`config.mk`:
```
export PLATFORM = sky130hd
export DESIGN_NAME = spi_master_tx
export DESIGN_NICKNAME = d
export VERILOG_FILES = /design/src/rtl/spi_pkg.sv /design/src/rtl/spi_half_tick.sv /design/src/rtl/spi_master_tx.sv
export SDC_FILE = /design/constraint.sdc
export NUM_CORES = 1
export LEC_CHECK = 0
export ABC_AREA = 1
export ABC_CLOCK_PERIOD_IN_PS = 4400
export BUFFER_PORTS_ARGS = -buffer_cell sky130_fd_sc_hd__buf_2
export CORE_MARGIN = 2
export CORE_UTILIZATION = 40
export CTS_CLUSTER_DIAMETER = 30
export CTS_CLUSTER_SIZE = 20
export DETAILED_ROUTE_END_ITERATION = 7
export HOLD_SLACK_MARGIN = 0.1
export PLACE_DENSITY_LB_ADDON = 0.08
export SLEW_MARGIN = 5
export SYNTH_ARGS = -nofsm -noshare
export SYNTH_HDL_FRONTEND = slang
export SYNTH_SLANG_ARGS = --single-unit
```
`constraint.sdc`:
```
create_clock -name clk -period 4.4 [get_ports clk]
set_clock_uncertainty 0.1 [all_clocks]
set_input_delay 0.88 -clock clk [delete_from_list [all_inputs] [get_ports clk]]
set_output_delay 0.88 -clock clk [all_outputs]
set_load 0.1 [all_outputs]
```
`src/rtl/spi_pkg.sv`:
```
// Shared types and constants for the SPI mode-0 transmit master.
package spi_pkg;

  typedef enum logic [2:0] {
    IDLE  = 3'd0,
    LEAD  = 3'd1,
    HIGH  = 3'd2,
    LOW   = 3'd3,
    TRAIL = 3'd4,
    GAP   = 3'd5
  } spi_state_e;

  localparam int SPI_DATA_WIDTH = 8;

  // Far-end input conditioner: 2-flop synchroniser followed by a 3-cycle
  // debounce. Every edge needs one extra cycle of margin on top of that.
  localparam int SPI_COND_SYNC_DEPTH    = 2;
  localparam int SPI_COND_DEBOUNCE_WAIT = 3;
  localparam int SPI_HALF_PERIOD_MIN    = SPI_COND_SYNC_DEPTH + SPI_COND_DEBOUNCE_WAIT + 1;

endpackage

```
`src/rtl/spi_half_tick.sv`:
```
// Half-period divider: counts 0..HALF_PERIOD-1 while enabled, tick on terminal count.
module spi_half_tick #(
  parameter int HALF_PERIOD = 8,
  parameter int CNT_WIDTH   = 4
) (
  input  logic clk,
  input  logic reset,
  input  logic enable,
  output logic tick
);

  logic [CNT_WIDTH-1:0] cnt_q, cnt_d;

  assign tick = enable && (cnt_q == CNT_WIDTH'(HALF_PERIOD - 1));

  // Next count: held at zero while disabled, wraps to zero on terminal count.
  always_comb begin
    cnt_d = cnt_q;
    if (!enable || tick) begin
      cnt_d = '0;
    end else begin
      cnt_d = cnt_q + 1'b1;
    end
  end

  // Counter register.
  always_ff @(posedge clk or posedge reset) begin
    if (reset) begin
      cnt_q <= '0;
    end else begin
      cnt_q <= cnt_d;
    end
  end

endmodule

```
`src/rtl/spi_master_tx.sv`:
```
// SPI mode-0 master: one MSB-first full-duplex word per start request.
//
// state | meaning
// IDLE  | cs_n high, waiting for start
// LEAD  | cs_n low, sclk low, first data bit set up on mosi
// HIGH  | sclk high; miso sampled at the end of the phase
// LOW   | sclk low; next mosi bit already presented
// TRAIL | sclk low after the last bit, cs_n still low
// GAP   | cs_n high, busy still high (minimum deselect time)
module spi_master_tx
  import spi_pkg::*;
#(
  parameter int DATA_WIDTH  = SPI_DATA_WIDTH,
  parameter int HALF_PERIOD = 8,
  parameter int CNT_WIDTH   = 4
) (
  input  logic                  clk,
  input  logic                  reset,
  input  logic                  start,
  input  logic [DATA_WIDTH-1:0] tx_data,
  output logic                  busy,
  output logic                  done,
  output logic [DATA_WIDTH-1:0] rx_data,
  output logic                  cs_n,
  output logic                  sclk,
  output logic                  mosi,
  input  logic                  miso
);

  localparam int BIT_W = (DATA_WIDTH > 1) ? $clog2(DATA_WIDTH) : 1;

  // Shorter half-periods would let the far-end conditioner swallow edges.
  generate
    if (HALF_PERIOD < SPI_HALF_PERIOD_MIN) begin : g_bad_half_period
      $error("spi_master_tx: HALF_PERIOD below synchroniser + debounce minimum");
    end
    if ((2 ** CNT_WIDTH) < HALF_PERIOD) begin : g_bad_cnt_width
      $error("spi_master_tx: CNT_WIDTH too narrow for HALF_PERIOD");
    end
  endgenerate

  spi_state_e            state_q, state_d;
  logic [DATA_WIDTH-1:0] tx_shift_q, tx_shift_d;
  logic [DATA_WIDTH-1:0] rx_shift_q, rx_shift_d;
  logic [DATA_WIDTH-1:0] rx_data_q, rx_data_d;
  logic [BIT_W-1:0]      bit_cnt_q, bit_cnt_d;
  logic                  cs_n_q, cs_n_d;
  logic                  sclk_q, sclk_d;
  logic                  mosi_q, mosi_d;
  logic                  busy_q, busy_d;
  logic                  done_q, done_d;
  logic                  tick;

  spi_half_tick #(
    .HALF_PERIOD (HALF_PERIOD),
    .CNT_WIDTH   (CNT_WIDTH)
  ) u_half_tick (
    .clk    (clk),
    .reset  (reset),
    .enable (state_q != IDLE),
    .tick   (tick)
  );

  // Phase sequencing; every output is computed here and registered below.
  always_comb begin
    state_d    = state_q;
    tx_shift_d = tx_shift_q;
    rx_shift_d = rx_shift_q;
    rx_data_d  = rx_data_q;
    bit_cnt_d  = bit_cnt_q;
    cs_n_d     = cs_n_q;
    sclk_d     = sclk_q;
    mosi_d     = mosi_q;
    busy_d     = busy_q;
    done_d     = 1'b0;
    unique case (state_q)
      IDLE: begin
        if (start) begin
          tx_shift_d = tx_data;
          bit_cnt_d  = BIT_W'(DATA_WIDTH - 1);
          cs_n_d     = 1'b0;
          mosi_d     = tx_data[DATA_WIDTH-1];
          busy_d     = 1'b1;
          state_d    = LEAD;
        end
      end
      LEAD, LOW: begin
        if (tick) begin
          sclk_d  = 1'b1;
          state_d = HIGH;
        end
      end
      HIGH: begin
        if (tick) begin
          rx_shift_d = {rx_shift_q[DATA_WIDTH-2:0], miso};
          sclk_d     = 1'b0;
          // Last bit leaves through TRAIL; bit_cnt never wraps.
          if (bit_cnt_q == '0) begin
            state_d = TRAIL;
          end else begin
            bit_cnt_d  = bit_cnt_q - 1'b1;
            tx_shift_d = {tx_shift_q[DATA_WIDTH-2:0], 1'b0};
            mosi_d     = tx_shift_q[DATA_WIDTH-2];
            state_d    = LOW;
          end
        end
      end
      TRAIL: begin
        if (tick) begin
          cs_n_d    = 1'b1;
          mosi_d    = 1'b0;
          rx_data_d = rx_shift_q;
          done_d    = 1'b1;
          state_d   = GAP;
        end
      end
      GAP: begin
        if (tick) begin
          busy_d  = 1'b0;
          state_d = IDLE;
        end
      end
      default: begin
        state_d = IDLE;
      end
    endcase
  end

  // State and output registers; reset aborts any transfer in flight.
  always_ff @(posedge clk or posedge reset) begin
    if (reset) begin
      state_q    <= IDLE;
      tx_shift_q <= '0;
      rx_shift_q <= '0;
      rx_data_q  <= '0;
      bit_cnt_q  <= '0;
      cs_n_q     <= 1'b1;
      sclk_q     <= 1'b0;
      mosi_q     <= 1'b0;
      busy_q     <= 1'b0;
      done_q     <= 1'b0;
    end else begin
      state_q    <= state_d;
      tx_shift_q <= tx_shift_d;
      rx_shift_q <= rx_shift_d;
      rx_data_q  <= rx_data_d;
      bit_cnt_q  <= bit_cnt_d;
      cs_n_q     <= cs_n_d;
      sclk_q     <= sclk_d;
      mosi_q     <= mosi_d;
      busy_q     <= busy_d;
      done_q     <= done_d;
    end
  end

  assign busy    = busy_q;
  assign done    = done_q;
  assign rx_data = rx_data_q;
  assign cs_n    = cs_n_q;
  assign sclk    = sclk_q;
  assign mosi    = mosi_q;

endmodule
```
### Word-level counts from Yosys, hierarchy flattened

Cells that the tools add are included.
Widths: inputs -> output; s select.

| storage, ports and cells | value |
|---|---|
| flip-flop bits (word level) | 38 |
| input port bits | 12 |
| output and inout bits | 13 |

| cells by class | value |
|---|---|
| multiplexer cells | 29 |
| add/subtract/negate cells | 2 |
| reduce and logical (&&, ||, !) cells | 20 |
| equality and inequality tests | 12 |

Operators by type and width:

| operator | count |
|---|---|
| $mux 3 | 9 |
| $mux 7 | 3 |
| $pmux 3 s5 | 1 |
| $pmux 7 s2 | 1 |
| $reduce_and 5->1 | 2 |
| $mux 1 | 9 |
| $reduce_and 3->1 | 3 |
| $ne 2x1->1 const B | 4 |
| $reduce_bool 2->1 | 4 |
| $eq 3x2->1 const B | 2 |
| $eq 3x3->1 const B | 2 |
| $logic_not 3->1 | 2 |
| $pmux 1 s2 | 3 |
| $pmux 3 s2 | 1 |
| $reduce_bool 3->1 | 2 |
| $add 4x1->4 const B | 1 |
| $eq 4x3->1 const B | 1 |
| $mux 4 | 1 |
| $ne 2x2->1 const B | 2 |
| $reduce_and 2->1 | 2 |
| $reduce_and 4->1 | 1 |
| $eq 3x1->1 const B | 1 |
| $pmux 1 s3 | 1 |
| $sub 3x1->3 const B | 1 |
| other kinds (4) | 4 |

### Logic depth before layout (Yosys ltp)

| logic depth | value |
|---|---|
| depth in word-level cells | 4 |
| gate-level depth with buffers | 8 |
| mapped depth without buffers | 8 |

### Modules after synthesis

A second synthesis with hierarchy kept.

| second synthesis, totals | value |
|---|---|
| cells, all modules | 213 |
| area, all modules | 1,823.0 um^2 |

Modules (own cells, without submodules):

| module | cells each | area each (um^2) | seq. area each (um^2) | instances |
|---|---|---|---|---|
| spi_master_tx | 193 | 1,631.6 | 852.1 | 1 |
| spi_half_tick | 20 | 191.4 | 100.1 | 1 |

### Worst setup path after synthesis

Ideal clock, no wire load.

| path | value |
|---|---|
| path type | register to output |
| from | register busy_q (netlist: busy) |
| to | output port busy |
| cell stages (with the launch flop) | 1 |
| arrival | 0.912 ns |
| setup slack | 2.508 ns |
| cell sequence | dfrtp_1 |

RTL lines:

| element | RTL line | source |
|---|---|---|
| start, declared | spi_master_tx.sv:50 | `logic busy_q, busy_d;` |
| start signal, assigned | spi_master_tx.sv:151 | `busy_q <= busy_d;` |
| end, declared | spi_master_tx.sv:21 | `output logic busy,` |

No word-level cell between the ends.

### Worst setup path after layout

| path | value |
|---|---|
| from | register cs_n_q (netlist: cs_n) |
| to | output port cs_n |

RTL lines:

| element | RTL line | source |
|---|---|---|
| start, declared | spi_master_tx.sv:47 | `logic cs_n_q, cs_n_d;` |
| start signal, assigned | spi_master_tx.sv:148 | `cs_n_q <= cs_n_d;` |
| end, declared | spi_master_tx.sv:24 | `output logic cs_n,` |

No word-level cell between the ends.

==> run_results.csv <==
group,metric,value,unit
status,status,"finished, final reports clean",
critical_path,cp.depth,1,
sta,post-route-min-period,2.20,ns
synthesis,synth_warnings,0,
sta,setup_tns,0,ns
clock_tree,insertion_delay,0.28,ns
critical_path,cp_slowest_stage_delay,0.53,ns
floorplan,rows,24,
synthesis,syn-cell-area,0.00182,mm^2
final_layout,final_cell_mix,"nand2_1 (78), dfrtp_1 (37), buf_2 (24)",
final_layout,layout.nets,251,
clock_tree,cts_resized,0,
clock_tree,cts_buffers,5,
place,dp_hpwl,2.27,mm
clock_tree,cts_hold_buf,0,
final_layout,final_util,0.480,
sta,hold_viol,0,
global_route,grt_start_max_net_pins,39,
synthesis,postSynthCellCount,207,
detailed_routing,wl_per_cell,11.6,um
final_layout,area_growth,14.9,%
run,cap_violations,0,
floorplan,dieArea,0.00510,mm^2
sta,rsz0062_at_grt,"false",
critical_path,r2r_cells,8,
synthesis,yosysTopAreaCellShare,0.509,
min_path,hp-class,"register to register",
critical_path,cp_num_buf_inv,1,
synthesis,synth_nets,222,
global_route,grt.overflow.total,0,
sta,min_period_over_period,0.500,
power_and_ir_drop,vdd_drop_max,0.000250,V
global_route,grt_pass1_wl,5.95,mm
clock_tree,clock-sinks,38,
detailed_routing,wirelength,3.34,mm
critical_path,crit_required,3.42,ns
critical_path,crit_chain,"buf_2",
detailed_routing,drc,0,
global_route,grt_antenna_before_repair,0,
floorplan,core_region_area,0.00435,mm^2
final_layout,drive_gt1_frac,0.229,
clock_tree,cts.path.max_buffers,2,
place,io_buffers,24,
detailed_routing,vias,1366,
sta,worst_pin_slew,0.492,ns
synthesis,postSynthAreaPerCell,8.79,um^2
synthesis,synthTopCellsByArea,"dfrtp_1 (51%), nand2_1 (16%), inv_1 (4.1%), nand3_1 (3.9%), nand2_4 (3.1%)",
place,place.gp.congestion,0.800,
floorplan,start_util,0.418,
detailed_routing,first_pass_iters,4,
place,dp_slack,2.50,ns
critical_path,crit_family,"flip-flops",
clock_tree,root_buffer,"clkbuf_8",
sta,slew_viol_final,0,
critical_path,critPathCaptureType,"output pin",
synthesis,synth_cell_types,25,
sta,slew_headroom,0.672,
clock_tree,cts_tree,"built",
clock_tree,htreeDepth,2,
synthesis,yosysSeqAreaShare,0.523,
floorplan,fp.dieH,71.4,um
sta,setup-violations-final,0,
floorplan,die_w,71.4,um
final_layout,antenna_cells,0,
detailed_routing,vias_per_cell,4.74,
detailed_routing,ant_nets,0,
synthesis,yosys.area.top_type,"dfrtp_1",
critical_path,slowest_stage,"dfstp_2",
critical_path,crit_type,"register to output pin",
min_path,whs_path_depth,2,
sta,max_freq,0.455,GHz
power_and_ir_drop,power_density,657,mW/mm^2
critical_path,worstSetupStartpointType,"register",
clock_tree,clkTransAtPathRegs,0.07,ns
floorplan,io_pins,25,
global_route,grt_use_total,0.148,
final_layout,layout_commonest_cell,"nand2_1",
critical_path,critical_path.max_fanout,2,
sta,worst_slack,2.20,ns
clock_tree,post_cts_buffers,0,
critical_path,critPathArrivalTime,1.22,ns
synthesis,ys_seq_elements,38,
power_and_ir_drop,p_leak,0.00114,uW
detailed_routing,drt_iter0_markers,59,
global_route,grt_pass1_vias,1323,
[kinds of logic after synthesis]
kind of cell | count (synthesis) | synth area share
AND/OR/NAND/NOR | 116 | 0.304
flip-flops | 38 | 0.523
buffers and inverters | 25 | 0.0653
AO/OA/AOI/OAI | 23 | 0.0770
adder cells (fa/ha/maj) | 3 | 0.0206
XOR/XNOR | 2 | 0.00963
[report_power, final]
part,switching (uW),internal (uW),total (uW)
Combinational,394,168,562
Sequential,68.1,444,512
Clock,119,181,300
[per-layer routing]
layer / GRT usage / vias to the layer above / wire length [um] / share of wire
li1: - / 707 / - / -
met1: 0.201 / 633 / 1640 / 0.49
met2: 0.236 / 20 / 1550 / 0.46
met3: 0.0295 / 6 / 106 / 0.032
met4: 0.0566 / 0 / 41 / 0.012
met5: 0 / - / 0 / 0
[cells in the mapped netlist]
cell type   n
nor3_1      1
nor3b_1     1
o21ai_1     9
nor2_4      4
ha_1        3
buf_6       3
nand2_2     2
inv_4       1
dfrtp_1    37
nand3b_1    1
inv_2       1
nand2_4     5
o21ai_2     6
nor2_2      1
o21ai_0     3
nand2_1    78
nor2_8      1
xnor2_1     1
dfstp_2     1
inv_1      20
a21oi_1     4
a22oi_1     1
nand3_1    14
nor2_1      8
xor2_1      1
[cell type report]
type                       count  area, um^2
fill                         426        2260
inverter                      22        85.1
sequential                    38         952
clock buffer                   6        82.6
timing repair buffer          25         128
clock inverter                 1        30.0
multi-input combinational    144         748
tap                           52        65.1
[through the flow]
step	total power (uW)	std cells	hold WS (ns)	instance area (um^2)
floorplan	983	207	0.331	1820
global placement	1090	281	0.352	1980
detailed placement	1090	281	0.357	1980
CTS	1400	288	0.370	2090
global route	1500	288	0.390	2090
finish	1370	288	0.362	2090
[tightest hold or removal path: stages (launching register included)]
cell and delay [ns]:
dfstp_2 0.37, nand2_1 0.05, nand2_1 0.04
[sequential cells by signal (all words and copies together), names as in the netlist]
signal,flops
u_half_tick.cnt_q,4
busy,1
bit_cnt_q,3
state_q,3
sclk,1
done,1
tx_shift_q,7
rx_data,8
mosi,1
rx_shift_q,8
cs_n,1
[path summary, 6_finish.rpt]
path / slack, ns / startpoint / endpoint
max in group asynchronous: 3.24 / reset / cs_n
worst max-delay path: 2.20 / cs_n / cs_n
min in group asynchronous: 0.60 / reset / rx_data[0]
worst min register to register: 0.36 / cs_n / cs_n
worst max register to register: 2.78 / u_half_tick.cnt_q[0] / bit_cnt_q[1]
worst min-delay path: 0.36 / cs_n / cs_n
Note: power is estimated with default switching activity, not from simulation.
